## src/rtl/fifo_word_serializer.sv

```systemverilog
// fifo_word_serializer: drains 128-bit FIFO words into a byte-wide UART.
// Define FIFO_SERIALIZER_CHECKSUM_EN to append an XOR checksum byte per word.
module fifo_word_serializer #(
  parameter int MSB_FIRST  = 1,
  parameter int GAP_CYCLES = 0
) (
  input  logic         CLK,
  input  logic         RESET_N,
  input  logic [127:0] FIFO_DATA,
  input  logic         FIFO_EMPTY,
  output logic         FIFO_READ,
  output logic [7:0]   TX_DATA,
  output logic         TX_LOAD,
  input  logic         TX_BUSY,
  output logic         SER_BUSY,
  output logic         WORD_DONE
);

`ifdef FIFO_SERIALIZER_CHECKSUM_EN
  localparam int CW = 5;
  localparam logic [CW-1:0] LAST = 5'd16;
`else
  localparam int CW = 4;
  localparam logic [CW-1:0] LAST = 4'd15;
`endif

  localparam logic [7:0] GAP_LAST = 8'(GAP_CYCLES - 1);

  typedef enum logic [2:0] {
    IDLE,
    READ,
    CAPTURE,
    LOAD,
    HOLD,
    GAP
  } state_t;

  state_t        state;
  logic          armed;
  logic [127:0]  shreg;
  logic [CW-1:0] cnt;
  logic [7:0]    gcnt;
  logic [7:0]    last_byte;
  logic [7:0]    data_byte;
  logic [7:0]    cur_byte;
  logic          load;
`ifdef FIFO_SERIALIZER_CHECKSUM_EN
  logic [7:0]    xsum;
`endif

  assign data_byte = (MSB_FIRST != 0) ? shreg[127:120] : shreg[7:0];
`ifdef FIFO_SERIALIZER_CHECKSUM_EN
  assign cur_byte = (cnt == LAST) ? xsum : data_byte;
`else
  assign cur_byte = data_byte;
`endif

  // A byte is handed over in LOAD as soon as the UART is free
  assign load      = (state == LOAD) && !TX_BUSY;
  assign TX_LOAD   = load;
  assign TX_DATA   = load ? cur_byte : last_byte;
  assign WORD_DONE = load && (cnt == LAST);
  assign FIFO_READ = (state == READ);
  assign SER_BUSY  = (state != IDLE);

  // Word fetch, byte sequencing and inter-word gap
  always_ff @(posedge CLK or negedge RESET_N) begin
    if (!RESET_N) begin
      state     <= IDLE;
      armed     <= 1'b0;
      shreg     <= '0;
      cnt       <= '0;
      gcnt      <= '0;
      last_byte <= '0;
`ifdef FIFO_SERIALIZER_CHECKSUM_EN
      xsum      <= '0;
`endif
    end else begin
      armed <= 1'b1;
      case (state)
        IDLE: begin
          if (armed && !FIFO_EMPTY) state <= READ;
        end
        READ: begin
          state <= CAPTURE;
        end
        CAPTURE: begin
          shreg <= FIFO_DATA;
          cnt   <= '0;
`ifdef FIFO_SERIALIZER_CHECKSUM_EN
          xsum  <= '0;
`endif
          state <= LOAD;
        end
        LOAD: begin
          if (load) begin
            last_byte <= cur_byte;
`ifdef FIFO_SERIALIZER_CHECKSUM_EN
            if (cnt != LAST) xsum <= xsum ^ data_byte;
`endif
            if (cnt == LAST) begin
              gcnt  <= '0;
              state <= (GAP_CYCLES == 0) ? IDLE : GAP;
            end else begin
              state <= HOLD;
            end
          end
        end
        HOLD: begin
          shreg <= (MSB_FIRST != 0) ? (shreg << 8) : (shreg >> 8);
          cnt   <= cnt + CW'(1);
          state <= LOAD;
        end
        GAP: begin
          gcnt <= gcnt + 8'd1;
          if (gcnt == GAP_LAST) state <= IDLE;
        end
        default: state <= IDLE;
      endcase
    end
  end

endmodule

```

## config.mk

```make
export PLATFORM = sky130hd
export DESIGN_NAME = fifo_word_serializer
export DESIGN_NICKNAME = d
export VERILOG_FILES = /design/src/rtl/fifo_word_serializer.sv
export SDC_FILE = /design/constraint.sdc
export NUM_CORES = 1
export LEC_CHECK = 0
export ABC_CLOCK_PERIOD_IN_PS = 1600
export CAP_MARGIN = 10
export CORE_UTILIZATION = 45
export DETAILED_ROUTE_END_ITERATION = 7
export PLACE_DENSITY = 0.74
export SETUP_SLACK_MARGIN = 0.5
export SLEW_MARGIN = 20
export SYNTH_ARGS = -nofsm -noshare
export SYNTH_HDL_FRONTEND = slang
export SYNTH_SLANG_ARGS = --single-unit
```

## constraint.sdc

```tcl
create_clock -name CLK -period 1.6 [get_ports CLK]
set_clock_uncertainty 0.1 [all_clocks]
set_input_delay 0.32 -clock CLK [delete_from_list [all_inputs] [get_ports CLK]]
set_output_delay 0.32 -clock CLK [all_outputs]
set_load 0.03 [all_outputs]
```

=== Yosys cells after proc, flatten, opt, wreduce, memory -nomap -nowiden ===
Index checks and enable logic that the tools add are counted.

* Add/subtract/negate cells: 2
* Equal/unequal tests: 11
* Multiplexer cells: 11
* Reduce and logical (&&, ||, !) cells: 12

{| class="wikitable"
|+ Operator list
! cell !! number
|-
| $pmux 128 s2 || 1
|-
| $mux 8 || 3
|-
| $pmux 8 s2 || 1
|-
| $pmux 3 s5 || 1
|-
| $mux 3 || 4
|-
| $add 8x1->8 const B || 1
|-
| $eq 8x8->1 const B || 1
|-
| $pmux 4 s2 || 1
|-
| $eq 3x2->1 const B || 2
|-
| $eq 3x3->1 const B || 2
|-
| $ne 2x2->1 const B || 3
|-
| $reduce_and 3->1 || 2
|-
| $add 4x1->4 const B || 1
|-
| $eq 4x4->1 const B || 1
|-
| $reduce_bool 2->1 || 2
|-
| $eq 3x1->1 const B || 1
|-
| $logic_and 1x1->1 || 3
|-
| $logic_not 3->1 || 1
|-
| $reduce_bool 3->1 || 1
|-
| $logic_not 1->1 || 2
|-
| $ne 2x1->1 const B || 1
|-
| $reduce_or 2->1 || 1
|}

* Bits in registers: 152
* Bits of input ports: 132
* Output and inout port bits: 12
* Word-level logic and storage cells: 42

=== Longest topological paths before layout ===
* Depth in word-level cells: 4
* Mapped depth: 6
* Mapped depth without buffers: 4

=== Least setup slack after synthesis ===
Ideal clock, no wire load.

* Path kind: register to output
* From: reg state[0]
* To: out FIFO_READ
* Arrival: 1.600 ns
* Required time: 1.180 ns
* Slack: -0.420 ns
* Cell stages (with the launch flop): 6
* Path buffers: 3
* Cell sequence: dfrtp_1 buf_2 inv_2 clkbuf_1 buf_2 nor3_1

* Cells in the longest elaborated chain, start to end: 1

{| class="wikitable"
|+ Ends and longest elaborated chain
! item !! RTL line !! text
|-
| start: declaration || 38 || <nowiki>state_t state;</nowiki>
|-
| start signal: assignment || 103 || <nowiki>state <= (GAP_CYCLES == 0) ? IDLE : GAP;</nowiki>
|-
| $eq 3x1->1 || 63 || <nowiki>assign FIFO_READ = (state == READ);</nowiki>
|-
| end: declaration || 11 || <nowiki>output logic FIFO_READ,</nowiki>
|}

No other way between the ends.

=== Worst setup path after layout ===
* From: reg state[2]
* To: out WORD_DONE

* Cells in the longest elaborated chain, start to end: 3

{| class="wikitable"
|+ Ends and longest elaborated chain
! item !! RTL line !! text
|-
| $eq 3x2->1 || 59 || <nowiki>assign load = (state == LOAD) && !TX_BUSY;</nowiki>
|-
| $logic_and 1x1->1 || 59 ||
|-
| $logic_and 1x1->1 || 62 || <nowiki>assign WORD_DONE = load && (cnt == LAST);</nowiki>
|-
| end: declaration || 16 || <nowiki>output logic WORD_DONE</nowiki>
|}

No other way between the ends.

==> impl_metrics.tcl <==
set metrics [dict create \
    status "finished with violations" \
    violations "negative setup slack" \
    hold_class "input port to asynchronous set/reset pin" \
    critPathLaunchType "flip-flop" \
    power_mw 39.51 \
    switching_power_mw 17.70 \
    port_buffers 143 \
    postSynth.asyncResetShare 1.000 \
    initial_core_util 0.4612 \
    fin_crit_ns 2.159 \
    yosys.area_share.simple 0.2249 \
    dieArea_um2 22200 \
    endpoint_kind "output port" \
    clk_path_buf_depth 2 \
    worstPathRequired_ns 1.18 \
    place_congestion 0.7801 \
    cts.sinks 152 \
    core_region_area_um2 21090 \
    synth-compound-area-share 0.3220 \
    grt_antenna_before_repair 0 \
    synthMuxAreaShare 0.002058 \
    synth_common_cells "363 x nor2_1, 168 x nand2_1, 152 x dfrtp_1, 136 x a21oi_1, 124 x o211ai_1" \
    reg2reg_to "shreg[11]$_DFFE_PN0P_" \
    synth_cell_type_count 35 \
    clock_latency_ns 0.43 \
    synth-main-ff-cell "dfrtp_1" \
    num_io_pins 144 \
    grt_overflow_total 0 \
    fin_area_um2 16350 \
    internal-power_mw 21.81 \
    netlist.top_cell.by_area "dfrtp_1" \
    critical_path_class "flip-flop to output port" \
    rows 53 \
    die_x_um 149.0 \
    root_buffer "clkbuf_16" \
    finalSetupViolCount 154 \
    r2r_slack_ns -0.34 \
    yosysSeqAreaShare 0.3911 \
    drtIter0Drc 992 \
    synth_most_common_cell "nor2_1" \
    cts.clk_slew.worst_paths_ns 0.07 \
    p_per_area_nw_per_um2 2417 \
    grt_pass1_vias 10120 \
    switching_share 0.4481 \
    period_share 1.349 \
    cts_tree "yes" \
    grt_max_degree 71 \
    vias 10770 \
    synth_top_area_frac 0.3911 \
    ant_nets 0 \
    placed_area_um2 11830 \
    wire_per_inst_um 20.18 \
    numCtsBuffers 17 \
    final_hold_viol_count 0 \
    grtUsageTotal 0.2978 \
    hpwl_um 16690 \
    antenna_cells 0 \
    r2r_cells 9 \
    r2r-start "state[0]$_DFFE_PN0P_" \
    vias_per_cell 6.270 \
    fp.dieH_um 149.0 \
    yosys_warnings 0 \
    crit_arrival_ns 1.74 \
    grt_pass1_wl_um 52450 \
    synth_top_family_by_area "compound AO/OA/AOI/OAI gates" \
    synth_area_leaders "dfrtp_1 39%, nor2_1 14%, o221a_2 14%, o211ai_1 9.6%, a21oi_1 7.0%" \
    setup_slack_ns -0.5585 \
    drc 0 \
    finalMaxSlewViolations 0 \
    power.share.clock 0.112 \
    p_comb_frac 0.661 \
    synth_nets 1394 \
    areaGrowthSynthToFinish_pct 68.07 \
    fin_nets 1563 \
    power_frac_seq 0.227 \
    max_clock_freq_ghz 0.4633 \
    rsz0062_at_grt "yes" \
    avgSynthCellArea_um2 7.719 \
    cts_max_level 4 \
    ir_drop_mv 1.379 \
    p_leak_nw 6.111 \
    synthCells 1260 \
    synth_fa_ha_area_frac 0.002573 \
    routed_wl_um 34650 \
    synth-edff-count 0 \
    ys_ff_latch 152 \
    drive_above_1_share 0.4771 \
    cp_max_fo 5 \
    synth_xor_area_frac 0 \
    drv_cap 0 \
    firstDrtPassIters 7 \
    syn-cell-area_um2 9726 \
]
==> cells by family after synthesis <==
group / Yosys count
mux: 2
buf+inv: 134
other cells: 1
compound gates: 408
simple gates: 561
fa+ha+maj: 2
flops: 152
==> timing repair <==
item,in CTS,in global routing
setup endpoints to repair,163,163
gates resized for setup,557,135
endpoints found under the hold margin,152,0
gates cloned,34,6
hold buffers,1,0
setup buffers,26,7
pin swaps,322,125
==> layout make-up <==
class / count / area (um2)
clock inverter: 14 / 196.4
multi-input combinational: 974 / 7616
timing repair buffer: 278 / 3908
clock buffer: 18 / 429.2
tap: 275 / 344.1
inverter: 5 / 28.78
fill: 1229 / 4742
timing repair inverter: 1 / 8.758
sequential: 152 / 3815
==> placed cells by master (no fill, tap or decap), types with 40 or more instances in the layout <==
cell / synthesis / final
nor2_4: 0 / 185
dfrtp_1: 152 / 149
nand2_1: 168 / 141
nor2_1: 363 / 137
clkdlybuf4s50_1: 0 / 130
o211ai_1: 124 / 124
o221a_2: 120 / 120
a21oi_2: 0 / 108
nor2_2: 0 / 41
buf_12: 0 / 40
==> registers in the layout (all words and copies together) (netlist names) <==
name and count:
armed 1, cnt 4, gcnt 8, last_byte 8, shreg 128, state 3
==> per-stage QoR <==
step | setup TNS [ns] | hold WS, ns | instances | worst slack [ns] | util
final | -39.43 | 0.2069 | 1717 | -0.5585 | 0.7751
after global routing | -43.48 | 0.2231 | 1717 | -0.6015 | 0.7751
after CTS | -27.86 | 0.2180 | 1704 | -0.5373 | 0.7387
after detailed placement | -10.01 | 0.08965 | 1611 | -0.4374 | 0.5608
after global placement | -8.429 | 0.09578 | 1611 | -0.4218 | 0.5608
after floorplan | -0.004387 | -0.07559 | 1260 | -0.004387 | -
==> worst max-delay path: stages, from the launching register on <==
cell	delay [ns]
dfrtp_4	0.48
nand4bb_4	0.24
buf_12	0.17
buf_6	0.14
nor2_4	0.15
buf_12	0.14
==> layer usage <==
layer  part of all wire  track usage
met1               0.40       0.3914
met5                  0            0
met3              0.058      0.05199
met2               0.51       0.4960
met4              0.029      0.09643
==> worst max-delay path by stage <==
stage,from,to,slack [ns],cells after the start
after global placement,TX_BUSY,TX_DATA[6],-0.42,6
after global routing,state[2]$_DFFE_PN0P_,WORD_DONE,-0.60,5
final,state[2]$_DFFE_PN0P_,WORD_DONE,-0.56,5
after floorplan,state[0]$_DFFE_PN0P_,FIFO_READ,-0.004,5
after CTS,state[2]$_DFFE_PN0P_,TX_DATA[7],-0.54,5
after detailed placement,TX_BUSY,TX_DATA[3],-0.44,6
==> power by group through the flow <==
| stage | logic [mW] | clock network [mW] | registers [mW] |
|---|---|---|---|
| 6_report | 26.1 | 4.43 | 8.97 |
| 5_1_grt | 27.8 | 4.58 | 9.18 |
| 4_1_cts | 23.6 | 4.41 | 8.49 |
| 3_5_place_dp | 15.9 | 0 | 8.06 |
| 3_3_place_gp | 15.4 | 0 | 7.99 |
| 2_1_floorplan | 12.6 | 0 | 7.48 |
Note: power is estimated with default switching activity, not from simulation.
